**src/rtl/regfile_writeback_pkg.sv**
```systemverilog
// ---------------------------------------------------------------------------
// regfile_writeback_pkg
//   Shared defaults for the write-back slice and the bit layout of one
//   retire-queue entry. An entry is packed LSB-first as
//   {rd, data, dv, ld}: ld at bit 0, dv at bit 1, data above that, rd on top.
// ---------------------------------------------------------------------------
package regfile_writeback_pkg;

    localparam int DEPTH_DEF = 4;   // retire-queue entries (power of two, >= 2)
    localparam int XLEN_DEF  = 32;  // data width
    localparam int RAW_DEF   = 5;   // register index width

    // Entry field offsets
    localparam int F_LD   = 0;      // entry is a load
    localparam int F_DV   = 1;      // data valid
    localparam int F_DATA = 2;      // start of data field

    // rd sits directly above the data field, so its offset depends on XLEN
    function automatic int f_rd(input int xlen);
        return F_DATA + xlen;
    endfunction

    function automatic int entry_w(input int xlen, input int raw);
        return F_DATA + xlen + raw;
    endfunction

endpackage

```
**src/rtl/wb_retire_queue.sv**
```systemverilog
// ---------------------------------------------------------------------------
// wb_retire_queue
//   In-order retire queue for completed EX results. Holds ALU results with
//   data and loads awaiting their memory response. Pops the head every cycle
//   its data is valid.
//
//   CLK, RSTN          clock, async active-low reset (pointers/count only)
//   push, push_*       write one entry at the tail (caller gates with ~full)
//   fill, fill_data    load response for the oldest unfilled load
//   full               count == DEPTH
//   fill_hit           an unfilled load exists for a response this cycle
//   pop                head is present with valid data; popped this edge
//   head_rd/head_data  head entry fields
//   wr_ptr, count      tail pointer and occupancy for the forwarding search
//   q_rd/q_data/q_dv   raw view of every slot
// ---------------------------------------------------------------------------
module wb_retire_queue
    import regfile_writeback_pkg::*;
#(
    parameter int DEPTH = DEPTH_DEF,
    parameter int XLEN  = XLEN_DEF,
    parameter int RAW   = RAW_DEF,
    localparam int PW   = $clog2(DEPTH),
    localparam int CW   = PW + 1
) (
    input  logic            CLK,
    input  logic            RSTN,
    input  logic            push,
    input  logic [RAW-1:0]  push_rd,
    input  logic [XLEN-1:0] push_data,
    input  logic            push_ld,
    input  logic            fill,
    input  logic [XLEN-1:0] fill_data,
    output logic            full,
    output logic            fill_hit,
    output logic            pop,
    output logic [RAW-1:0]  head_rd,
    output logic [XLEN-1:0] head_data,
    output logic [PW-1:0]   wr_ptr,
    output logic [CW-1:0]   count,
    output logic [RAW-1:0]  q_rd   [DEPTH],
    output logic [XLEN-1:0] q_data [DEPTH],
    output logic            q_dv   [DEPTH]
);

    localparam int F_RD = f_rd(XLEN);
    localparam int EW   = entry_w(XLEN, RAW);

    logic [EW-1:0] mem [DEPTH];
    logic          q_ld [DEPTH];
    logic [PW-1:0] rd_ptr;
    logic [PW-1:0] fill_idx;

    always_comb begin
        for (int i = 0; i < DEPTH; i++) begin
            q_rd[i]   = mem[i][F_RD +: RAW];
            q_data[i] = mem[i][F_DATA +: XLEN];
            q_dv[i]   = mem[i][F_DV];
            q_ld[i]   = mem[i][F_LD];
        end
    end

    assign full      = (count == CW'(DEPTH));
    assign pop       = (count != '0) && q_dv[rd_ptr];
    assign head_rd   = q_rd[rd_ptr];
    assign head_data = q_data[rd_ptr];

    // Oldest present load without data. Scanning oldest-last and letting
    // the last match win leaves the entry closest to the head selected.
    always_comb begin
        // NOTE: every always_comb output gets a default first so no path
        // leaves it unassigned and a latch cannot be inferred.
        fill_hit = 1'b0;
        fill_idx = '0;
        for (int i = DEPTH - 1; i >= 0; i--) begin
            if ((CW'(i) < count) && q_ld[rd_ptr + PW'(i)] && !q_dv[rd_ptr + PW'(i)]) begin
                fill_hit = 1'b1;
                fill_idx = rd_ptr + PW'(i);
            end
        end
    end

    // NOTE: sequential state uses non-blocking assignments so every register
    // samples pre-edge values regardless of statement order.
    always_ff @(posedge CLK or negedge RSTN) begin
        if (!RSTN) begin
            wr_ptr <= '0;
            rd_ptr <= '0;
            count  <= '0;
        end else begin
            if (push) wr_ptr <= wr_ptr + PW'(1);
            if (pop)  rd_ptr <= rd_ptr + PW'(1);
            count <= count + CW'(push) - CW'(pop);
        end
    end

    // NOTE: the entry storage has no reset; emptying the queue through the
    // pointers/count is enough because no slot outside count is ever read.
    // Push targets the free tail slot and fill a present slot, so the two
    // writes never collide.
    always_ff @(posedge CLK) begin
        if (push) begin
            mem[wr_ptr] <= {push_rd, push_data, ~push_ld, push_ld};
        end
        if (fill && fill_hit) begin
            mem[fill_idx][F_DATA +: XLEN] <= fill_data;
            mem[fill_idx][F_DV]           <= 1'b1;
        end
    end

endmodule

```
**src/rtl/regfile_writeback.sv**
```systemverilog
// ---------------------------------------------------------------------------
// regfile_writeback
//   Write side of the operand register file. Collects EX results (loads are
//   filled later from mem_*), retires them in order onto the write port and
//   produces operand bypass controls plus a load-use stall for decode.
//
//   CLK, RSTN                    clock, async active-low reset
//   ex_valid/ex_ready            EX result handshake
//   ex_rd, ex_data, ex_is_load   EX result (data ignored for loads)
//   mem_valid, mem_data          in-order load responses
//   rd, rd_data, rd_wen          registered register-file write port
//   rs1, rs2                     decode source indices
//   rsN_forward(_data)           bypass select and value per source
//   stall                        a source hits a load still missing data
//   load_err                     sticky: response with no pending load
// ---------------------------------------------------------------------------
module regfile_writeback
    import regfile_writeback_pkg::*;
#(
    parameter int DEPTH = DEPTH_DEF,
    parameter int XLEN  = XLEN_DEF,
    parameter int RAW   = RAW_DEF
) (
    input  logic            CLK,
    input  logic            RSTN,
    input  logic            ex_valid,
    output logic            ex_ready,
    input  logic [RAW-1:0]  ex_rd,
    input  logic [XLEN-1:0] ex_data,
    input  logic            ex_is_load,
    input  logic            mem_valid,
    input  logic [XLEN-1:0] mem_data,
    output logic [RAW-1:0]  rd,
    output logic [XLEN-1:0] rd_data,
    output logic            rd_wen,
    input  logic [RAW-1:0]  rs1,
    input  logic [RAW-1:0]  rs2,
    output logic            rs1_forward,
    output logic [XLEN-1:0] rs1_forward_data,
    output logic            rs2_forward,
    output logic [XLEN-1:0] rs2_forward_data,
    output logic            stall,
    output logic            load_err
);

    localparam int PW = $clog2(DEPTH);
    localparam int CW = PW + 1;

    logic            full;
    logic            fill_hit;
    logic            pop;
    logic [RAW-1:0]  head_rd;
    logic [XLEN-1:0] head_data;
    logic [PW-1:0]   wr_ptr;
    logic [CW-1:0]   count;
    logic [RAW-1:0]  q_rd   [DEPTH];
    logic [XLEN-1:0] q_data [DEPTH];
    logic            q_dv   [DEPTH];

    assign ex_ready = ~full;

    wb_retire_queue #(.DEPTH(DEPTH), .XLEN(XLEN), .RAW(RAW)) u_queue (
        .CLK       (CLK),
        .RSTN      (RSTN),
        .push      (ex_valid & ex_ready),
        .push_rd   (ex_rd),
        .push_data (ex_data),
        .push_ld   (ex_is_load),
        .fill      (mem_valid),
        .fill_data (mem_data),
        .full      (full),
        .fill_hit  (fill_hit),
        .pop       (pop),
        .head_rd   (head_rd),
        .head_data (head_data),
        .wr_ptr    (wr_ptr),
        .count     (count),
        .q_rd      (q_rd),
        .q_data    (q_data),
        .q_dv      (q_dv)
    );

    // Write port: rd/rd_data hold when nothing retires; x0 never writes.
    always_ff @(posedge CLK or negedge RSTN) begin
        if (!RSTN) begin
            rd       <= '0;
            rd_data  <= '0;
            rd_wen   <= 1'b0;
            load_err <= 1'b0;
        end else begin
            rd_wen <= pop && (head_rd != '0);
            if (pop) begin
                rd      <= head_rd;
                rd_data <= head_data;
            end
            if (mem_valid && !fill_hit) load_err <= 1'b1;
        end
    end

    // Forwarding search, one per source. Offset i counts back from the
    // youngest entry; iterating from oldest to youngest lets the youngest
    // match overwrite older ones. The write-port fallback covers the value
    // being written on the same edge the register file samples it.
    for (genvar s = 0; s < 2; s++) begin : g_fwd
        logic [RAW-1:0]  src;
        logic            hit;
        logic            fwd;
        logic            stl;
        logic [XLEN-1:0] fdata;
        logic [PW-1:0]   idx;

        assign src = (s == 0) ? rs1 : rs2;

        always_comb begin
            hit   = 1'b0;
            fwd   = 1'b0;
            stl   = 1'b0;
            fdata = '0;
            idx   = '0;
            if (src != '0) begin
                for (int i = DEPTH - 1; i >= 0; i--) begin
                    idx = wr_ptr - PW'(i + 1);
                    if ((CW'(i) < count) && (q_rd[idx] == src)) begin
                        hit   = 1'b1;
                        fwd   = q_dv[idx];
                        stl   = ~q_dv[idx];
                        fdata = q_dv[idx] ? q_data[idx] : '0;
                    end
                end
                if (!hit && rd_wen && (rd == src)) begin
                    fwd   = 1'b1;
                    fdata = rd_data;
                end
            end
        end
    end

    assign rs1_forward      = g_fwd[0].fwd;
    assign rs1_forward_data = g_fwd[0].fdata;
    assign rs2_forward      = g_fwd[1].fwd;
    assign rs2_forward_data = g_fwd[1].fdata;
    assign stall            = g_fwd[0].stl | g_fwd[1].stl;

endmodule

```
**config.mk**
```make
export PLATFORM = sky130hd
export DESIGN_NAME = regfile_writeback
export DESIGN_NICKNAME = d
export VERILOG_FILES = /design/src/rtl/regfile_writeback_pkg.sv /design/src/rtl/wb_retire_queue.sv /design/src/rtl/regfile_writeback.sv
export SDC_FILE = /design/constraint.sdc
export NUM_CORES = 1
export LEC_CHECK = 0
export CAP_MARGIN = 20
export CORE_ASPECT_RATIO = 1.2
export CORE_MARGIN = 2
export CORE_UTILIZATION = 45
export CTS_BUF_LIST = sky130_fd_sc_hd__clkbuf_2
export DETAILED_ROUTE_END_ITERATION = 10
export PLACE_DENSITY = 0.68
export SYNTH_ARGS = -nofsm -noshare
export SYNTH_HDL_FRONTEND = slang
export SYNTH_HIERARCHICAL = 1
export SYNTH_SLANG_ARGS = --single-unit
```
**constraint.sdc**
```tcl
create_clock -name CLK -period 3.4 [get_ports CLK]
set_clock_uncertainty 0.2 [all_clocks]
set_input_delay 0.34 -clock CLK [delete_from_list [all_inputs] [get_ports CLK]]
set_output_delay 0.34 -clock CLK [all_outputs]
set_load 0.005 [all_outputs]
```
* Yosys cells after proc, flatten, opt, wreduce, memory -nomap -nowiden
Memories as Yosys holds them, arrays and structs flattened.
Index checks and enable logic that the tools add are counted.
** Word-level totals
- Register bits after elaboration :: 46
- Bits in writable memories :: 156
- Output and inout bits :: 107
- Memories :: 1
- Logic and storage cells :: 217
** Operators by class
- Equal/unequal tests :: 11
- Add/sub/neg operators :: 9
- Bitwise logic cells :: 16
- Mux-type cells :: 126
- Reduce and logical (&&, ||, !) cells :: 35
- Magnitude comparators :: 12
** Memory list
- u_queue.mem :: words 4, width 39, rd ports 4, clocked after Yosys merged registers in 0, wr ports 2, RTL line wb_retire_queue.sv:49 : logic [EW-1:0] mem [DEPTH];
** Operator list (count)
- $mux 32 :: 26
- $bmux 32 s2 :: 5
- $mux 1 :: 64
- $bmux 5 s2 :: 5
- $eq 5x5->1 :: 10
- $mux 5 :: 10
- $bmux 1 s2 :: 12
- $ge 3x3->1 const B :: 8
- $logic_and 1x1->1 :: 24
- $not 2->3 :: 8
- $reduce_bool 5->1 :: 3
- $mux 2 :: 4
- $logic_not 1->1 :: 7
- $lt 1x3->1 const A :: 2
- $lt 2x3->1 const A :: 2
- $not 1->1 :: 6
- $add 2x1->2 const B :: 2
- $add 2x2->2 const B :: 2
- $sub 2x2->2 const B :: 2
- $add 3x1->3 :: 1
- $eq 3x3->1 const B :: 1
- $reduce_bool 3->1 :: 1
- $sub 3x1->3 :: 1
- $sub 2x1->2 const B :: 1
- other kinds (2) :: 2

* Depth between registers and ports, before layout
- Word-level depth :: 16
- Gate-level depth with buffers :: 12
- Mapped depth without buffers :: 9

* By module
The synthesis kept the hierarchy.
** By module, submodules not included
- wb_retire_queue :: area each 10139.7 µm², cells an instance 767, times used 1
- regfile_writeback :: area each 9367.7 µm², cells an instance 1043, times used 1

* Worst setup path after synthesis
No wires, ideal clock.
- Path kind :: reg2reg
- Start point :: register u_queue.rd_ptr[0]
- End point :: memory u_queue/mem[2][10] in the netlist's numbering (enable)
- Cell stages (with the launch flop) :: 9
- Setup slack :: 0.029 ns
- Arrival :: 2.796 ns
- Library setup time :: 0.375 ns
- Cells stage by stage :: dfrtp_1 -> buf_2 -> inv_2 -> mux4_2 -> a211oi_1 -> o21ai_2 -> a211oi_4 -> buf_2 -> or2_2
** RTL lines
- start, declared :: RTL line wb_retire_queue.sv:51 : logic [PW-1:0] rd_ptr;
- start signal, assigned :: RTL line wb_retire_queue.sv:92 : if (pop) rd_ptr <= rd_ptr + PW'(1);
- end, declared :: RTL line wb_retire_queue.sv:49

* Worst setup path after layout
- Start point :: register u_queue.wr_ptr[0]
- End point :: output rs1_forward_data[22]
** On the way
- Word-level cells in the longest chain between the ends :: 16
- Elaborated cells between the ends (all ways) :: 69
- Classes of those cells :: add/sub (3); eq/ne (4); mux (51); bitwise (4); reduce/logical (7)
** Ends and longest elaborated chain
- start, declared :: RTL line wb_retire_queue.sv:39 : output logic [PW-1:0] wr_ptr,
- start signal, assigned :: RTL line wb_retire_queue.sv:91 : if (push) wr_ptr <= wr_ptr + PW'(1);
- $sub 2x2->2 or $not 2->3 (tied branches) :: RTL line regfile_writeback.sv:122, regfile_writeback.sv:123, regfile_writeback.sv:127
- $not 2->3 (implied by the code) or $bmux 5 s2 (tied branches) :: RTL line regfile_writeback.sv:123, regfile_writeback.sv:127
- $bmux 5 s2 or $mux 5 (tied branches) :: RTL line regfile_writeback.sv:123 : if ((CW'(i) < count) && (q_rd[idx] == src)) begin
- $mux 5 (implied by the code) :: RTL line regfile_writeback.sv:123
- $mux 5 (implied by the code) or $eq 5x5->1 (tied branches) :: RTL line regfile_writeback.sv:123
- $eq 5x5->1 or $logic_and 1x1->1 (tied branches) :: RTL line regfile_writeback.sv:123
- $logic_and 1x1->1 or $mux 1 (tied branches) :: RTL line regfile_writeback.sv:123
- $mux 1 (3 in series) :: RTL line regfile_writeback.sv:123
- $mux 1 :: RTL line regfile_writeback.sv:120 : if (src != '0) begin
- $logic_not 1->1 :: RTL line regfile_writeback.sv:130 : if (!hit && rd_wen && (rd == src)) begin
- $logic_and 1x1->1 (2 in series) :: RTL line regfile_writeback.sv:130
- $mux 32 * :: RTL line regfile_writeback.sv:130
- $mux 32 * :: RTL line regfile_writeback.sv:120
- end, declared :: RTL line regfile_writeback.sv:39 : output logic [XLEN-1:0] rs1_forward_data,
Every way passes the cells marked *; elsewhere a longest branch is shown, timed or not. The select of a mux whose other input is x is not followed.

==> run summary <==
Worst EP required -> 2.86 ns
Initial DRT Pass Iterations -> 8
Fin area -> 0.0261 sq mm
Critical path type -> flip-flop to output pin
Crit-path leading delay family -> buffers and inverters
Worst skew pair latency -> 0.94 ns
Status -> finished with violations
Ys Warns -> 6
Final setup viols -> 67
Crit-path cells -> buf_4 -> mux4_2 -> xor2_1 -> or2_4 -> o221ai_4 -> buf_6 -> clkbuf_16 -> o221ai_1 -> a31oi_1 -> a21oi_1 -> buf_4 -> dlymetal6s2s_1
Final hold vios -> 0
Post-Place Setup Slack -> -0.482 ns
Cell Pwr Density -> 1030 mW/mm^2
# port buffers -> 190
Total power -> 27.0 mW
Via density -> 6.59
Non-Filler Instances -> 2694
CP Depth -> 12
DRT iter0 DRCs -> 2290
Dpl hpwl -> 47900 um
Min Clock Period, post-route -> 4.48 ns
Period utilisation layout -> 132%
Detailed-route via count -> 17744
Syn_area_per_cell -> 10.8 sq um
Worst R2R Path Depth -> 8
Post-Syn Nets -> 1903
Critical path startpoint -> u_queue/wr_ptr[0]$_DFFE_PN0P_
Worst slew pin tran -> 0.847 ns
CP arrival -> 3.94 ns
Hold Startpoint -> mem_data[5]
I/O pins -> 191
Most frequent cells in the layout -> buf_4, mux4_2, nand2_1
Area delta synth->final -> 34.0%
Vias in the first global route -> 16663
#FFs+latches synth -> 202
Max-slew violations -> 0
Synth area leaders -> edfxtp_1, mux4_2, mux2_2, buf_4, dfrtp_1
Hold WC Path Type -> input pin to flip-flop
Post-synth EDFFs -> 152
RSZ-0062 raised after global routing -> yes
CP most frequent cell -> buf_4
Initial antenna violation count -> 4
Share of flip-flops with an asynchronous set or reset -> 22.8%
Clk sink count -> 202
Grt peak-use layer -> met2
Max FO, Critical Path -> 13
Layout cells sized above 1 -> 49.6%
CTS tree -> done
Commonest non-fill, non-tap cell in the layout -> buf_4
Startpoint types -> flip-flop
ANT nets after route -> 0
Clk root buf -> clkbuf_2
All-Layer GR Usage -> 30.5%
Max-cap violations -> 0
Max Root-Sink Buffers -> 3
Post-Place Cell Area -> 0.0223 sq mm
Peak Freq -> 0.223 GHz
Top cell type's share of synthesized area -> 23.4%
Reg-to-Reg Start -> u_queue/rd_ptr[1]$_DFFE_PN0P_
H-tree depth -> 2
Initial Utilization -> 45.6%
Synthesized cell area -> 0.0195 sq mm
DIE AREA -> 0.0450 sq mm
Die width -> 194 um
First-pass GRT wire length -> 106000 um
WP buf/inv -> 5
Register area share after synthesis -> 29.7%
Die height -> 232 um
Synth unique cells -> 76
Routed len/inst -> 27.1 um
# DRC -> 0
Synth area leader -> edfxtp_1
Core Region -> 0.0428 sq mm
Placed cell count -> 2446
Worst setup margin -> -1.08 ns
Hold path cells -> 2
M3 GR Usage -> 7.32%
GPL Wtd Cong -> 0.944
Largest net degree at the start of global routing -> 117
Clock-pin transition on the worst setup and hold timing paths -> 0.12 ns
GR Util met2 -> 46.1%
Final nets -> 2191
M1 GR Usage -> 43.1%
Crit end category -> output pin
Slowest cell on crit path -> mux4_2
VDD IR max -> 0.000611 V
Violated checks -> setup timing
Worst slew margin -> 43.5%
Leak -> 10.5 nW
Grt total ovfl -> 0
DRT Wirelength -> 73100 um
CTS Buf Count -> 51
Filler Cell Count -> 3344
TNS Setup -> -65.98 ns
Std cell rows -> 83
Cells after synthesis -> 1810
Slowest stage delay, CP -> 0.55 ns
Top_reg_cell synth -> edfxtp_1
## per-layer routing
metal	share of wire, %	vias to the layer above
met2	45	1234
met1	40	8768
met4	3.8	6
li1	-	7524
met3	11	212
met5	0.052	-
## through the flow
stage | hold slack (ns) | utilization, %
after floorplan | -0.156 | -
after global placement | 0.236 | 52.0
after detailed placement | 0.260 | 52.0
after CTS | 0.000989 | 57.5
after global routing | 0.0305 | 61.1
final | 0.0393 | 61.1
## power breakdown
| group | leakage [nW] | internal (mW) | switching [mW] | total [mW] |
|---|---|---|---|---|
| Combinational | 8.06 | 9.28 | 9.80 | 19.1 |
| Sequential | 2.02 | 4.20 | 1.69 | 5.89 |
| Clock | 0.407 | 0.905 | 1.13 | 2.04 |
## area by class of cell
cell class / count / area [sq um] / area share (%)
diodes: 1 / 2.50 / 0.00957
clock buffers: 74 / 370 / 1.42
clock inverters: 22 / 204 / 0.780
inverters: 29 / 109 / 0.416
multi-input cells: 1256 / 13200 / 50.7
flip-flops and latches: 202 / 5810 / 22.2
well taps: 552 / 691 / 2.64
repair buffers: 558 / 5700 / 21.8
## synthesized netlist by cell type, types with 5 or more instances
cell and n:
nor2b_1 24, mux4_2 169, nor4b_1 29, buf_6 17, mux2_1 15, nor4_1 5, nand2_1 170, a31oi_1 34
xor2_1 26, o21ai_0 59, nand4_1 6, a22o_1 9, dfrtp_1 46, mux2i_1 36, buf_1 10, ha_1 8
o221ai_1 54, a211oi_1 21, a2111oi_0 6, and3_1 128, edfxtp_1 152, mux2_2 152, nor3_1 8, nand2b_1 7
buf_2 60, inv_1 27, buf_4 159, nand3_1 6, or2_2 5, a21oi_1 115, xnor2_1 29, clkbuf_1 77
a221oi_1 8, o211ai_1 13, nor2_1 42
## path summary, 6_finish.rpt
check	endpoint	slack (ns)
hold reg to reg	load_err$_DFFE_PN0P_	0.28
max in group asynchronous	rd_data[0]$_DFFE_PN0P_	2.31
hold / removal	u_queue/mem[3][7]$_DFFE_PP_	0.04
setup / recovery	rs1_forward_data[22]	-1.08
min in group asynchronous	load_err$_DFFE_PN0P_	0.41
setup reg to reg	u_queue/mem[1][2]$_DFFE_PP_	0.10
## sequential cells by signal (all words and copies together), names as in the netlist
signal and cells:
rd 5, load_err 1, u_queue/wr_ptr 2, rd_wen 1
u_queue/count 3, u_queue/mem 156, rd_data 32, u_queue/rd_ptr 2
## what timing repair did
action                     CTS  global route
setup buffers               48            58
hold buffers                36             0
setup endpoints to repair   67           249
cloned                       8            10
resized for setup          402           282
hold endpoints to repair   165             0
pin swaps                   67            89
## cell families (layout without fill, tap and decap cells)
family	Yosys count	count (layout)	share of synthesized area (%)
buf+inv	352	683	10.9
mux	372	372	31.0
fa+ha+maj	9	9	0.616
flops	202	202	29.7
compound gates	361	361	12.6
other cells	0	1	0
simple gates	459	459	12.7
xor+xnor	55	55	2.47
Note: power is estimated with default switching activity, not from simulation.
